<file path="src/rtl/tlb_refill_pkg.sv">
// Shared types for the TLB refill controller: FSM state encoding and the
// walker channel records.
package tlb_refill_pkg;

   // Widest supported translation scheme (Sv48 VPN, 64-bit PTE).
   localparam int VPN_BITS_MAX = 36;
   localparam int PTE_BITS_MAX = 64;

   typedef enum logic [2:0] {
      IDLE  = 3'd0,
      REQ   = 3'd1,
      WAIT  = 3'd2,
      WRITE = 3'd3,
      FAULT = 3'd4,
      DRAIN = 3'd5
   } refill_state_t;

   // Walk request record: the page to translate.
   typedef struct packed {
      logic [VPN_BITS_MAX-1:0] vpn;
   } walk_req_t;

   // Walk response record: leaf PTE plus fault flag (PTE ignored on fault).
   typedef struct packed {
      logic [PTE_BITS_MAX-1:0] pte;
      logic                    fault;
   } walk_rsp_t;

endpackage

</file>
<file path="src/rtl/tlb_refill_ctrl.sv">
// TLB refill controller: turns a lookup miss into one page-table walk and a
// single-cycle TLB write (or a fault pulse). A flush at any point cancels the
// install while still absorbing the walker's outstanding response.
module tlb_refill_ctrl
   import tlb_refill_pkg::*;
#(
   parameter int VPN_BITS = 27,
   parameter int PTE_BITS = 64
) (
   input  logic                clk,
   input  logic                reset_n,
   input  logic                TLBMiss,
   input  logic                TLBFlush,
   input  logic [VPN_BITS-1:0] MissVPN,
   output logic                WalkReqValid,
   input  logic                WalkReqReady,
   output logic [VPN_BITS-1:0] WalkReqVPN,
   input  logic                WalkRspValid,
   output logic                WalkRspReady,
   input  logic [PTE_BITS-1:0] WalkRspPTE,
   input  logic                WalkRspFault,
   output logic                TLBWrite,
   output logic [VPN_BITS-1:0] TLBWriteVPN,
   output logic [PTE_BITS-1:0] TLBWritePTE,
   output logic                PageFault,
   output logic                Busy
);

   refill_state_t       state_q;
   logic [VPN_BITS-1:0] vpn_q;      // VPN of the refill in flight
   logic [VPN_BITS-1:0] wr_vpn_q;   // tag presented to the TLB, held between writes
   logic [PTE_BITS-1:0] pte_q;      // PTE presented to the TLB, held between writes
   logic                flush_pend_q;

   // Refill FSM with its capture registers; every path back to IDLE clears the pending flush.
   always_ff @(posedge clk or negedge reset_n) begin
      if (!reset_n) begin
         state_q      <= IDLE;
         vpn_q        <= '0;
         wr_vpn_q     <= '0;
         pte_q        <= '0;
         flush_pend_q <= 1'b0;
      end else begin
         case (state_q)
            IDLE: begin
               flush_pend_q <= 1'b0;
               if (TLBMiss && !TLBFlush) begin
                  vpn_q   <= MissVPN;
                  state_q <= REQ;
               end
            end
            REQ: begin
               // The request stays valid until accepted; a flush only redirects where it ends up.
               if (TLBFlush) flush_pend_q <= 1'b1;
               if (WalkReqReady) begin
                  state_q <= (flush_pend_q || TLBFlush) ? DRAIN : WAIT;
               end
            end
            WAIT: begin
               if (WalkRspValid) begin
                  if (TLBFlush) begin
                     flush_pend_q <= 1'b0;
                     state_q      <= IDLE;
                  end else if (WalkRspFault) begin
                     state_q <= FAULT;
                  end else begin
                     pte_q    <= WalkRspPTE;
                     wr_vpn_q <= vpn_q;
                     state_q  <= WRITE;
                  end
               end else if (TLBFlush) begin
                  state_q <= DRAIN;
               end
            end
            DRAIN: begin
               if (WalkRspValid) begin
                  flush_pend_q <= 1'b0;
                  state_q      <= IDLE;
               end
            end
            WRITE, FAULT: begin
               flush_pend_q <= 1'b0;
               state_q      <= IDLE;
            end
            default: begin
               flush_pend_q <= 1'b0;
               state_q      <= IDLE;
            end
         endcase
      end
   end

   // Moore decode of the state register; only the install/fault strobes are masked by a flush.
   assign WalkReqValid = (state_q == REQ);
   assign WalkReqVPN   = vpn_q;
   assign WalkRspReady = (state_q == WAIT) || (state_q == DRAIN);
   assign TLBWrite     = (state_q == WRITE) && !TLBFlush;
   assign TLBWriteVPN  = wr_vpn_q;
   assign TLBWritePTE  = pte_q;
   assign PageFault    = (state_q == FAULT) && !TLBFlush;
   assign Busy         = (state_q != IDLE);

endmodule
</file>
<file path="config.mk">
export PLATFORM = sky130hd
export DESIGN_NAME = tlb_refill_ctrl
export DESIGN_NICKNAME = d
export VERILOG_FILES = /design/src/rtl/tlb_refill_pkg.sv /design/src/rtl/tlb_refill_ctrl.sv
export SDC_FILE = /design/constraint.sdc
export NUM_CORES = 1
export LEC_CHECK = 0
export CORE_MARGIN = 5
export CORE_UTILIZATION = 42
export CTS_CLUSTER_DIAMETER = 100
export DETAILED_ROUTE_END_ITERATION = 10
export PLACE_DENSITY = 0.89
export RECOVER_POWER = 50
export REMOVE_ABC_BUFFERS = 1
export SLEW_MARGIN = 10
export SYNTH_ARGS = -nofsm -noshare
export SYNTH_HDL_FRONTEND = slang
export SYNTH_SLANG_ARGS = --single-unit
export TNS_END_PERCENT = 1
</file>
<file path="constraint.sdc">
create_clock -name clk -period 2 [get_ports clk]
set_clock_uncertainty 0.05 [all_clocks]
set_input_delay 0.2 -clock clk [delete_from_list [all_inputs] [get_ports clk]]
set_output_delay 0.2 -clock clk [all_outputs]
set_load 0.02 [all_outputs]
</file>
==> metrics.cfg <==
[worst_setup_path]
path_depth=4
crit_family=buffers and inverters
path_cells=buf_4, nor2_1, nand2_1, dlygate4sd2_1
critPathCaptureType=primary output
rr_worst_depth=5
crit_slowest_cell=dfrtp_2
critPathMaxStageDelay_ns=0.44
worst-path-buf-inv=2
setup.worst_path.class=register to primary output
start_kind=register
cp.required_ns=1.75
critPathMaxFanout=7
worstPathArrival_ns=1.60

[synthesis]
yosysTopAreaCell=dfrtp_1
synthesis.area_mm2=0.005059
avgSynthCellArea_um2=17.44
synth.top_cells.by_area=dfrtp_1, mux2_4, mux2_2
synth.top_cell.area_share_pct=60.35
synth_seq_area_share_pct=60.35
synth_cells=290
ys_ff_latch=122
synth_cell_types=26
yosysWarnings=0

[finish]
final_cell_area_mm2=0.008109
fin_nets=630
layout_commonest_cell=clkdlybuf4s50_1
diodes=0
drive_gt1_share_pct=31.07
synthToLayoutAreaGrowth_pct=60.30
fill_cells=832
final_cell_mix=clkdlybuf4s50_1, dfrtp_1, mux2_4, dlygate4sd3_1, mux2_2

[timing]
finalCritPeriodShare_pct=92.30
rsz0062_at_grt=no
fmax_mhz=541.7
maxSlewViolCount=0
finalSetupViolCount=0
relSlewSlack_pct=27.23
worstMarginPinSlew_ns=1.091
finalHoldViolations=0
worst_slack_ns=0.1539
holdWs_ns=0.3568
finalCriticalPeriod_ns=1.846

[routing]
drc_errors=0
vias=3390
drt_iter0_drc=193
wl_per_cell_um=19.22
drt-vias-per-instance=4.906
first_pass_iters=4
wl_mm=13.28
antenna_left=0

[die]
fp-row-count=40
die_y_um=119.7
dieWidth_um=119.7
core_mm2=0.01191
initial_core_util_pct=42.47
ioPinCount=221
dieArea_mm2=0.01434

[clock_tree]
ctsLongestPathBuffers=2
ctsHtreeMaxLevel=4
cts_tree=built
cts_inserted_buffers=17
clock-sinks=122
clk_pin_slew_ns=0.05
cts-root-buf=clkbuf_16
clk_latency_ns=0.40

[power]
p_seq_share_pct=33.4
combPwrFrac_pct=38.1
ir_drop_mv=0.9798
power.switching_uw=3525
intPower_uw=7922
power.leakage_uw=0.004021
swShare_pct=30.79
powerDensity_mw_per_mm2=1412
pwr-share-clk_pct=28.4

[grt]
overflow=0
grt_start_max_net_pins=123
grt_pass1_vias=3809
grt_util_all_layers_pct=19.06
grt_pass1_wl_mm=21.06
antenna_found_initial=0

[status]
status=complete, no violations

[job]
cap_violations=0

[placed_design]
dpl_cell_area_mm2=0.007513
pre_cts_slack_ns=-0.1806
portBuffers=220
gp_congestion=0.9040
dp_hpwl_mm=9.663

[min_path]
hold_depth=2
holdCritPathClass=input pin to register

[power by group through the flow]
stage,Combinational [uW],Sequential [uW],Clock (uW)
after CTS,4570,3840,3320
after detailed placement,4570,3860,0
after floorplan,1390,4730,0
final,4370,3830,3260
after global routing,4600,3940,3430
after global placement,4470,3800,0
[metrics by stage]
stage / utilization, % / power (uW) / instances / TNS [ns]
finish: 68.08 / 11450 / 691 / 0
global route: 68.08 / 11970 / 691 / 0
CTS: 68.38 / 11740 / 691 / 0
detailed placement: 63.08 / 8431 / 659 / -14.09
global placement: 63.08 / 8268 / 659 / -13.25
floorplan: - / 6118 / 274 / -309.09
[final cells by class]
type                    instances  area [um^2]  share of cell area (%)
flip-flops and latches        122         3055                   37.68
repair buffers                239         2389                   29.46
multi-input cells             151         1853                   22.85
clock buffers                  22        454.2                   5.601
well taps                     147        183.9                   2.268
clock inverters                 9        170.2                   2.098
inverters                       1        3.754                 0.04629
[sequential cells by signal, summed over array words and instances, names as in the netlist]
register and count:
TLBWritePTE 64, TLBWriteVPN 27, WalkReqVPN 27, state_q 3, flush_pend_q 1
[path summary, 6_finish.rpt]
path                                    to  slack [ns]           start
setup / recovery                      Busy        0.15      state_q[0]
hold / removal              WalkReqVPN[25]        0.36     MissVPN[25]
setup reg to reg           TLBWritePTE[51]        0.16      state_q[2]
hold reg to reg             TLBWriteVPN[5]        0.45  TLBWriteVPN[5]
max in group asynchronous    WalkReqVPN[7]        0.57         reset_n
min in group asynchronous  TLBWritePTE[50]        0.58         reset_n
[timing repair]
| item | in CTS | in global routing |
|---|---|---|
| resized for setup | 7 | 1 |
| setup endpoints to repair | 5 | 1 |
| hold buffers | 1 | 0 |
| setup buffers | 0 | 0 |
| endpoints found under the hold margin | 122 | 0 |
[cell usage after synthesis, drive strengths merged]
cell type / instances
dfrtp: 122
mux2: 120
buf: 16
nor2: 5
o21ai: 4
nand2: 3
nand2b: 3
a21oi: 2
o32ai: 2
a21boi: 1
a22o: 1
a32o: 1
and3: 1
inv: 1
nand3: 1
nand3b: 1
nor2b: 1
nor4: 1
nor4b: 1
o21a: 1
o22a: 1
o2bb2ai: 1
[logic make-up (layout without fill, tap and decap cells)]
group | Yosys count | after routing | share of synthesized area (%)
flops | 122 | 122 | 60.35
mux | 120 | 120 | 32.57
simple gates | 17 | 17 | 2.152
buf+inv | 17 | 271 | 2.820
compound gates | 14 | 14 | 2.103
[metal layers]
layer | track usage, % | vias to the layer above | share of wire (%)
met3 | 8.435 | 18 | 9.6
met4 | 6.371 | 0 | 1.5
met1 | 22.28 | 1698 | 39
met2 | 31.43 | 164 | 50
li1 | - | 1510 | -
met5 | 0 | - | 0
Power figures use the tool's default switching activity.
